## config.mk

```make
export PLATFORM = sky130hd
export DESIGN_NAME = mem_stream_reader
export DESIGN_NICKNAME = d
export VERILOG_FILES = /design/src/rtl/mem_stream_pkg.sv /design/src/rtl/mem_rd_skid_fifo.sv /design/src/rtl/mem_stream_reader.sv
export SDC_FILE = /design/constraint.sdc
export NUM_CORES = 1
export LEC_CHECK = 0
export CAP_MARGIN = 40
export CORE_MARGIN = 2
export CORE_UTILIZATION = 55
export CTS_BUF_LIST = sky130_fd_sc_hd__clkbuf_8 sky130_fd_sc_hd__clkbuf_16
export CTS_CLUSTER_DIAMETER = 40
export DETAILED_ROUTE_END_ITERATION = 12
export GPL_TIMING_DRIVEN = 1
export PLACE_DENSITY_LB_ADDON = 0.15
export SLEW_MARGIN = 20
export SYNTH_ARGS = -nofsm -noshare
export SYNTH_HDL_FRONTEND = slang
export SYNTH_HIERARCHICAL = 1
export SYNTH_SLANG_ARGS = --single-unit
```

## constraint.sdc

```tcl
create_clock -name clk -period 3.9 [get_ports clk]
set_input_delay 0.78 -clock clk [delete_from_list [all_inputs] [get_ports clk]]
set_output_delay 0.78 -clock clk [all_outputs]
set_load 0.05 [all_outputs]
```

## src/rtl/mem_stream_pkg.sv

```systemverilog
// Shared types and helpers for the memory stream reader.
package mem_stream_pkg;

    typedef enum logic [1:0] {
        IDLE  = 2'd0,
        READ  = 2'd1,
        DRAIN = 2'd2
    } state_e;

    // Skid FIFO depth: one slot per pipe stage plus the output head.
    function automatic int unsigned fifo_depth(input int unsigned read_latency);
        return read_latency + 32'd2;
    endfunction

    // Next word address, wrapping at the last word for any depth.
    function automatic int unsigned wrap_incr(input int unsigned addr, input int unsigned depth);
        return (addr == depth - 32'd1) ? 32'd0 : addr + 32'd1;
    endfunction

endpackage

```

## src/rtl/mem_rd_skid_fifo.sv

```systemverilog
// Small shift-register FIFO whose head entry is a plain flop, so the stream
// outputs are driven straight from registers.
module mem_rd_skid_fifo #(
    parameter int unsigned WIDTH = 33,
    parameter int unsigned DEPTH = 3
) (
    input  logic                         clk,
    input  logic                         rst_n,
    input  logic                         push_i,
    input  logic [WIDTH-1:0]             push_data_i,
    input  logic                         pop_i,
    output logic [WIDTH-1:0]             head_o,
    output logic                         head_valid_o,
    output logic [$clog2(DEPTH+1)-1:0]   count_o
);

    localparam int unsigned CW = $clog2(DEPTH + 1);

    logic [WIDTH-1:0] data_q [DEPTH];
    logic [WIDTH-1:0] data_d [DEPTH];
    logic [CW-1:0]    count_q;
    logic [CW-1:0]    count_d;
    logic             valid_q;
    logic             valid_d;

    // Pop shifts every entry toward the head; push lands just behind the
    // last occupied slot after any pop this cycle.
    always_comb begin
        data_d  = data_q;
        count_d = count_q;
        if (pop_i && (count_q != '0)) begin
            for (int i = 0; i < int'(DEPTH) - 1; i++) begin
                data_d[i] = data_q[i+1];
            end
            count_d = count_q - CW'(1);
        end
        if (push_i) begin
            for (int i = 0; i < int'(DEPTH); i++) begin
                if (count_d == CW'(i)) begin
                    data_d[i] = push_data_i;
                end
            end
            count_d = count_d + CW'(1);
        end
        valid_d = (count_d != '0);
    end

    // Storage, occupancy and head-valid registers.
    always_ff @(posedge clk or negedge rst_n) begin
        if (!rst_n) begin
            for (int i = 0; i < int'(DEPTH); i++) begin
                data_q[i] <= '0;
            end
            count_q <= '0;
            valid_q <= 1'b0;
        end else begin
            for (int i = 0; i < int'(DEPTH); i++) begin
                data_q[i] <= data_d[i];
            end
            count_q <= count_d;
            valid_q <= valid_d;
        end
    end

    assign head_o       = data_q[0];
    assign head_valid_o = valid_q;
    assign count_o      = count_q;

endmodule

```

## src/rtl/mem_stream_reader.sv

```systemverilog
// Read-side engine for the simple dual-port buffer memory: walks a commanded
// address range on the read port and replays the words as an AXI4-Stream.
// Optional build macro MEM_STREAM_READER_PERF_EN adds the stall_cnt output.
module mem_stream_reader
    import mem_stream_pkg::*;
#(
    parameter int unsigned DEPTH        = 8,
    parameter int unsigned DATA_SIZE    = 32,
    parameter int unsigned READ_LATENCY = 1
) (
    input  logic                         clk,
    input  logic                         rst_n,
    input  logic                         start,
    input  logic [$clog2(DEPTH)-1:0]     start_addr,
    input  logic [$clog2(DEPTH+1)-1:0]   length,
    output logic                         busy,
    output logic                         done,
    output logic [$clog2(DEPTH)-1:0]     addrb,
    input  logic [DATA_SIZE-1:0]         doutb,
    output logic [DATA_SIZE-1:0]         m_axis_tdata,
    output logic                         m_axis_tvalid,
    input  logic                         m_axis_tready,
    output logic                         m_axis_tlast
`ifdef MEM_STREAM_READER_PERF_EN
    ,
    output logic [15:0]                  stall_cnt
`endif
);

    localparam int unsigned AW         = $clog2(DEPTH);
    localparam int unsigned LW         = $clog2(DEPTH + 1);
    localparam int unsigned PW         = READ_LATENCY + 1;
    localparam int unsigned FIFO_DEPTH = fifo_depth(READ_LATENCY);
    localparam int unsigned FCW        = $clog2(FIFO_DEPTH + 1);

    state_e            state_q;
    logic [AW-1:0]     addr_q;
    logic [LW-1:0]     remaining_q;
    logic              busy_q;
    logic              done_q;
    logic [PW-1:0]     pipe_vld_q;
    logic [PW-1:0]     pipe_last_q;

    logic [LW-1:0]     len_sat_c;
    logic [AW-1:0]     next_addr_c;
    logic              pop_c;
    logic              start_acc_c;
    logic              credit_ok_c;
    logic              issue_c;
    logic              issue_last_c;
    int unsigned       inflight_c;

    logic [FCW-1:0]    fifo_count;
    logic [DATA_SIZE:0] fifo_head;
    logic              fifo_valid;

    // Issue decision: the start edge issues the first read itself; later reads
    // need a FIFO slot reserved for every word still travelling in the pipe.
    always_comb begin
        len_sat_c   = (32'(length) > DEPTH) ? LW'(DEPTH) : length;
        next_addr_c = AW'(wrap_incr(32'(addr_q), DEPTH));
        pop_c       = fifo_valid && m_axis_tready;
        start_acc_c = (state_q == IDLE) && start;
        inflight_c  = 32'd0;
        for (int i = 0; i < int'(PW); i++) begin
            inflight_c = inflight_c + 32'(pipe_vld_q[i]);
        end
        credit_ok_c  = (32'(fifo_count) + inflight_c) < (FIFO_DEPTH + 32'(pop_c));
        issue_c      = 1'b0;
        issue_last_c = 1'b0;
        if (start_acc_c) begin
            issue_c      = (len_sat_c != '0);
            issue_last_c = (len_sat_c == LW'(1));
        end else if (state_q == READ) begin
            issue_c      = (remaining_q != '0) && credit_ok_c;
            issue_last_c = (remaining_q == LW'(1));
        end
    end

    // Read-latency pipe: a word is captured from doutb as its bit leaves.
    always_ff @(posedge clk or negedge rst_n) begin
        if (!rst_n) begin
            pipe_vld_q  <= '0;
            pipe_last_q <= '0;
        end else begin
            pipe_vld_q  <= {pipe_vld_q[PW-2:0], issue_c};
            pipe_last_q <= {pipe_last_q[PW-2:0], issue_last_c};
        end
    end

    // Transfer control FSM with registered busy/done/address.
    always_ff @(posedge clk or negedge rst_n) begin
        if (!rst_n) begin
            state_q     <= IDLE;
            addr_q      <= '0;
            remaining_q <= '0;
            busy_q      <= 1'b0;
            done_q      <= 1'b0;
        end else begin
            done_q <= 1'b0;
            if (issue_c) begin
                addr_q <= start_acc_c ? start_addr : next_addr_c;
            end
            case (state_q)
                IDLE: begin
                    if (start) begin
                        if (len_sat_c == '0) begin
                            done_q <= 1'b1;
                        end else begin
                            remaining_q <= len_sat_c - LW'(1);
                            busy_q      <= 1'b1;
                            state_q     <= READ;
                        end
                    end
                end
                READ: begin
                    if (issue_c) begin
                        remaining_q <= remaining_q - LW'(1);
                    end
                    if ((remaining_q == '0) || (issue_c && (remaining_q == LW'(1)))) begin
                        state_q <= DRAIN;
                    end
                end
                DRAIN: begin
                    if (pop_c && fifo_head[DATA_SIZE]) begin
                        done_q  <= 1'b1;
                        busy_q  <= 1'b0;
                        state_q <= IDLE;
                    end
                end
                default: state_q <= IDLE;
            endcase
        end
    end

    mem_rd_skid_fifo #(
        .WIDTH (DATA_SIZE + 1),
        .DEPTH (FIFO_DEPTH)
    ) u_fifo (
        .clk          (clk),
        .rst_n        (rst_n),
        .push_i       (pipe_vld_q[PW-1]),
        .push_data_i  ({pipe_last_q[PW-1], doutb}),
        .pop_i        (pop_c),
        .head_o       (fifo_head),
        .head_valid_o (fifo_valid),
        .count_o      (fifo_count)
    );

`ifdef MEM_STREAM_READER_PERF_EN
    logic [15:0] stall_cnt_q;

    // Saturating count of backpressured cycles for the current transfer.
    always_ff @(posedge clk or negedge rst_n) begin
        if (!rst_n) begin
            stall_cnt_q <= '0;
        end else if (start_acc_c) begin
            stall_cnt_q <= '0;
        end else if (busy_q && fifo_valid && !m_axis_tready && (stall_cnt_q != 16'hFFFF)) begin
            stall_cnt_q <= stall_cnt_q + 16'd1;
        end
    end

    assign stall_cnt = stall_cnt_q;
`endif

    assign busy          = busy_q;
    assign done          = done_q;
    assign addrb         = addr_q;
    assign m_axis_tdata  = fifo_head[DATA_SIZE-1:0];
    assign m_axis_tlast  = fifo_head[DATA_SIZE];
    assign m_axis_tvalid = fifo_valid;

endmodule

```

======== Yosys cells after proc, flatten, opt, wreduce, memory -nomap -nowiden ========
Cells that the tools add are included.
operators by class
  add/subtract/negate cells ............... 8
  order comparisons ....................... 2
  eq/ne operators ......................... 12
  mux-type cells .......................... 31
  reduce and logical (&&, ||, !) cells .... 21
operators by type and width
  operator                                              count
  2-to-1 mux 33 bit                                     3
  2-to-1 mux 99 bit                                     1
  2-to-1 mux 66 bit                                     1
  2-to-1 mux 4 bit                                      4
  2-to-1 mux 2 bit                                      6
  AND reduction 4 bit                                   3
  2-to-1 mux 1 bit                                      10
  equality test 4 x 1 -> 1 bit, second input constant   2
  logical NOT 4 bit                                     2
  != test 2 bit, second input constant                  4
  one-hot mux 4 bit (2 select lines)                    1
  nonzero test 2 bit                                    4
  nonzero test 4 bit                                    2
  subtractor 4 x 1 -> 4 bit, second input constant      2
  logical AND 1 bit                                     6
  2-to-1 mux 3 bit                                      2
  one-hot mux 2 bit (3 select lines)                    1
  equality test 2 x 1 -> 1 bit, second input constant   2
  equality test 2 bit, second input constant            2
  greater-than comparator 4 bit, second input constant  1
  logical NOT 2 bit                                     2
  one-hot mux 1 bit (2 select lines)                    2
  adder 2 x 1 -> 3 bit, first input constant            1
  adder 2 x 2 -> 3 bit                                  1
  9 further kinds                                       9
word-level totals
  bits in registers ....................... 117
  input bits .............................. 43
  output and inout bits ................... 39
  logic and storage cells ................. 86

======== Longest topological paths before layout ========
  word-level depth ........................ 10
  depth in mapped cells ................... 11
  gate-level depth less buffers ........... 10

======== Modules after synthesis ========
Netlist, hierarchy kept.
by module, submodules not included
  module             times used  cells an instance  area each (µm²)  sequential area each (µm²)
  mem_rd_skid_fifo   1           486                5173.7           2552.4
  mem_stream_reader  1           100                999.7            375.4

======== Worst setup path after synthesis ========
No wires, ideal clock.
  path kind ............................... register -> register
  from .................................... reg pipe_vld_q[0]
  to ...................................... reg addr_q[2], in the netlist addrb[2]
  library setup time ...................... 0.081 ns
  arrival ................................. 2.178 ns
  required time ........................... 3.819 ns
  path slack .............................. 1.641 ns
  stages on the path, launching flop included .. 12
  buffers on the path ..................... 1
  clock period less this slack ............ 2.259 ns
  cell sequence ........................... dfrtp_1 inv_1 fa_1 inv_1 ha_1 ha_1 o21ai_0 a31oi_1 o31ai_4 buf_12 nor2_2 a31oi_2
on the way
  word-level cells in the longest chain between the ends .. 6
ends and longest elaborated chain
  what                        line                      source
  start: declaration          mem_stream_reader.sv:41   logic [PW-1:0] pipe_vld_q;
  start signal: assignment    mem_stream_reader.sv:86   pipe_vld_q <= {pipe_vld_q[PW-2:0], issue_c};
  adder 1 x 1 -> 2 bit        mem_stream_reader.sv:66   inflight_c = inflight_c + 32'(pipe_vld_q[i]);
  adder 2 x 2 -> 3 bit        mem_stream_reader.sv:68   credit_ok_c = (32'(fifo_count) + inflight_c) < (FIFO_DEPTH + 32'(pop_c));
  less-than comparator 3 bit  mem_stream_reader.sv:68
  logical AND 1 bit           mem_stream_reader.sv:75   issue_c = (remaining_q != '0) && credit_ok_c;
  2-to-1 mux 1 bit            mem_stream_reader.sv:74   end else if (state_q == READ) begin
  2-to-1 mux 1 bit            mem_stream_reader.sv:71   if (start_acc_c) begin
  named net issue_c           mem_stream_reader.sv:49   logic issue_c;
  end signal: assignment      mem_stream_reader.sv:102  addr_q <= start_acc_c ? start_addr : next_addr_c;
  end: declaration            mem_stream_reader.sv:37   logic [AW-1:0] addr_q;
The timed path passes the listed nets, and every way through them passes these cells.
A chain may end at the register's enable or synchronous reset.

======== Worst setup path after layout ========
  from .................................... reg pipe_vld_q[1]
  to ...................................... reg remaining_q[2]
on the way
  word-level cells in the longest chain between the ends .. 8
ends and longest elaborated chain
  what                           line                      source
  adder 1 x 1 -> 2 bit           mem_stream_reader.sv:66
  adder 2 x 2 -> 3 bit           mem_stream_reader.sv:68
  less-than comparator 3 bit     mem_stream_reader.sv:68
  logical AND 1 bit              mem_stream_reader.sv:75
  2-to-1 mux 1 bit               mem_stream_reader.sv:74
  2-to-1 mux 1 bit               mem_stream_reader.sv:71
  != test 2 bit (no line)        -
  AND reduction 4 bit (no line)  -
  end signal: assignment         mem_stream_reader.sv:110  remaining_q <= len_sat_c - LW'(1);
  end signal: assignment         mem_stream_reader.sv:118  remaining_q <= remaining_q - LW'(1);
  end: declaration               mem_stream_reader.sv:38   logic [LW-1:0] remaining_q;
No other way between the ends.

==> metrics list <==
- Yosys printed 6 warnings.
- Cells traversed along the worst timing path: inv_1, fa_1, inv_1, ha_1, ha_1, o21ai_0, a31oi_1, o31ai_4, o21ai_0, a21oi_1
- In this run the cell area measured after placement is 0.00677 mm^2.
- Count of hold buffers inserted by post-cts repair: 0
- Post-synth top flop: dfrtp_1
- Pin slew with the least headroom to its limit: 0.725 ns
- The worst pin sits at a relative slew slack of 0.517.
- Root Buffer: clkbuf_8
* Share of the clock period used by the worst path: 0.781
- Vias: 4,117
* Count of H-tree levels built during CTS: 4
- The floorplan step defined a die boundary enclosing 0.0121 mm^2.
- Synthesis produced a netlist with a net count of 641.
- Num rows: 38
- CTS sink cnt: 117
* Power Internal: 3.98 mW
- The finished cells cover 0.00731 mm^2.
* Worst Hold Margin: 0.230 ns
- Signal arrival time at the worst endpoint: 3.48 ns
- The die is 110 um wide.
* Worst slack, placed: 0.829 ns
- Worst-case clock buffer depth: 2
- After clock tree synthesis, the clock-pin slew on the worst setup and hold paths is 0.06 ns.
* Area growth, synth to finish: 18.4%
* Count of endpoints failing hold in the final timing report: 0
- The net count of the finished layout is 687.
* Vias in the first global route: 4,270
* Net switching power figure: 2.56 mW
* Req. time, crit path: 4.33 ns
* Total CTS buffers: 17
- Dividing the synthesized area by the synthesized cell count gives 10.5 um^2.
* Top cells by area in the synthesized netlist: dfrtp_1 (47%), nand2_1 (13%), mux2_4 (7.3%), mux2_1 (6.4%), mux2_2 (6.2%)
* Routed Antenna Nets: 0
- Top fanout value on the critical path: 13
- Multi-input logic area: 0.00273 mm^2
* Count of unique library cells instantiated by Yosys: 46
- The tightest min-delay check is of the in2async type.
- The flow ran to the end, and the final reports show no timing, DRC or antenna violations.
- Setup repair after global routing missed its margin: false
- Relative contribution of sequential cells to total power: 0.327
* Number of synthesized register bits: 117
* Top-area cell type share of the netlist area: 0.474
* Number of enable-type register cells in the synthesized netlist: 0
- The worst setup path is of the reg2reg kind.
- Cell type of the slowest stage on the worst timing path: dfrtp_1
- In the global route stage, overall resource usage came out at 0.216.
- For this run, the detailed router's first-pass iteration total came to 4.
- Final antenna diode count: 0
- Counting flops with an async set or reset pin after synthesis yields a share of 1.00.
* Capturing element type of the critical path: register
* Post-CTS Setup Inserts: 0
* Clock tree from TritonCTS: built
- Counting the fill cells in the layout gives 887.
- Number of port buffers: 81
- Final setup vio count: 0
- Per-cell via count in the routed design: 5.26
* Gate family responsible for the most delay along the worst path: compound AO/OA/AOI/OAI gates
- For this run, the number of standard cells in the final layout without fillers is 783.
* Die span in y: 110 um
- VDD IR-drop max: 0.484 mV
- After technology mapping, the gate count stands at 586.
- Global routing finished with a remaining overflow of 0.
* Sequential-to-total area share from yosys stat: 0.474
- The first global-routing pass estimated 20.1 mm of wire.
* Final weighted congestion in routability-driven placement: 0.759
- CTS resizes: 0
- After detailed routing, the total wire length is 12.0 mm.
- Of the total power, the share spent switching nets is 0.392.
- Of all cell types, the one taking the most synthesized area is dfrtp_1.
- In this run the static leakage power is 3.61 nW.
* CP Buf/Inv Count: 2
- Largest net degree at the start of global routing: 70
- After routing, the total negative slack on setup checks comes to 0 ns.
- For this configuration, the core starts out at a cell density of 0.567.
- Fmax: 328 MHz
- Post-DP HPWL: 7.76 mm
- Of the total power, the clock network draws 0.214.
- Final Worst Setup Slack: 0.855 ns
- STA classifies the critical path startpoint as a register.
- P per Cell Area: 894 mW/mm^2
- Max Slew Vio Count: 0
* Initial DRC count: 190
- In the final layout, the share of cells above drive strength 1 is 0.198.
* Time the final worst path needs with I/O delays and setup: 3.04 ns
- Yosys instantiated no cell more often than nand2_1.
* Combinational share of power: 0.459
- Area taken by flip-flops and latches: 0.00293 mm^2
- At the later pin of the worst-skew pair, clock insertion delay measures 0.51 ns.
* Delay of the slowest critical-path stage: 0.66 ns
- Total instance count after detailed placement: 753
* Core area: 0.0109 mm^2
- Final Skew: 0.00954 ns
* Initial antenna violation count: 0
- WL/cell: 15.3 um
- Number of top-level design ports: 82
- Max-cap violations in this run came to 0.
- List of most frequent post-synthesis cells: nand2_1 (209), dfrtp_1 (117), buf_4 (37)
- In this run the cell area of the synthesized design comes to 0.00617 mm^2.
* Detailed-route DRC error count: 0
[per-layer routing]
layer,vias to the layer above,global-route usage,share of wire
met3,7,0.0605,0.044
li1,1983,-,-
met2,87,0.362,0.51
met5,-,0,0
met1,2040,0.273,0.44
met4,0,0.0624,0.0070
[path summary, 6_finish.rpt]
path | slack (ns) | to | cells past startpoint | from
min in group clk | 0.36 | pipe_last_q[1] | 0 | pipe_last_q[0]
worst max register to register | 0.86 | remaining_q[2] | 10 | pipe_vld_q[1]
worst min-delay path | 0.23 | u_fifo/head_o[3] | 1 | rst_n
worst max-delay path | 0.86 | remaining_q[2] | 10 | pipe_vld_q[1]
max in group asynchronous | 2.92 | u_fifo/data_q[12] | 2 | rst_n
worst min register to register | 0.36 | pipe_last_q[1] | 0 | pipe_last_q[0]
[per-stage QoR]
| step | util | power [mW] |
|---|---|---|
| 2_1_floorplan | - | 4.67 |
| 3_3_place_gp | 0.622 | 5.04 |
| 3_5_place_dp | 0.622 | 5.16 |
| 4_1_cts | 0.671 | 6.61 |
| 5_1_grt | 0.671 | 6.97 |
| 6_report | 0.671 | 6.54 |
[cell type report]
| cell class | count | area share |
|---|---|---|
| sequential | 117 | 0.401 |
| clock inverter | 10 | 0.0113 |
| timing repair buffer | 91 | 0.123 |
| multi-input combinational | 393 | 0.373 |
| inverter | 12 | 0.00616 |
| tap | 140 | 0.0240 |
| clock buffer | 20 | 0.0623 |
[flip-flops by register name, summed over array words and instances, names as in the netlist]
signal,flops
u_fifo/head_o,33
done,1
busy,1
u_fifo/data_q,66
u_fifo/count_o,2
remaining_q,4
state_q,2
pipe_last_q,2
u_fifo/head_valid_o,1
addrb,3
pipe_vld_q,2
[cell families (layout without fill, tap and decap cells)]
group           Yosys count  count (layout)  synth area share
simple gates            243             243             0.165
flops                   117             117             0.474
mux                      99              99             0.199
buf+inv                  76             133            0.0845
compound gates           36              36            0.0474
fa+ha+maj                12              12            0.0255
xor+xnor                  3               3           0.00426
[power by group through the flow]
stage / Sequential, mW / Clock (mW) / Combinational, mW
floorplan: 2.09 / 0 / 2.58
global placement: 2.13 / 0 / 2.91
detailed placement: 2.14 / 0 / 3.02
CTS: 2.14 / 1.44 / 3.03
global route: 2.20 / 1.50 / 3.27
finish: 2.13 / 1.40 / 3.00
[worst reg2reg max path, stage by stage, from the launching register on]
cell and delay [ns]:
dfrtp_1 0.66, inv_1 0.13, fa_1 0.40, inv_1 0.06, ha_1 0.22, ha_1 0.27, o21ai_0 0.16, a31oi_1 0.11
o31ai_4 0.60, o21ai_0 0.19, a21oi_1 0.17
[cells in the final DEF (no fill, tap or decap), drive strengths merged, types with 2 or more instances in the layout]
master,instances
clkbuf,20
o21ai,12
a211oi,2
nand4b,2
and3,2
nand3,4
ha,11
nand2b,4
nor2b,3
nor2,8
xnor2,3
a21oi,9
nand2,209
clkinv,6
buf,11
clkdlybuf4s50,80
mux2,99
dfrtp,117
inv,12
clkinvlp,3
nor3,7
a31oi,4
a21o,3
No activity file was read; power rests on OpenSTA's default activity.
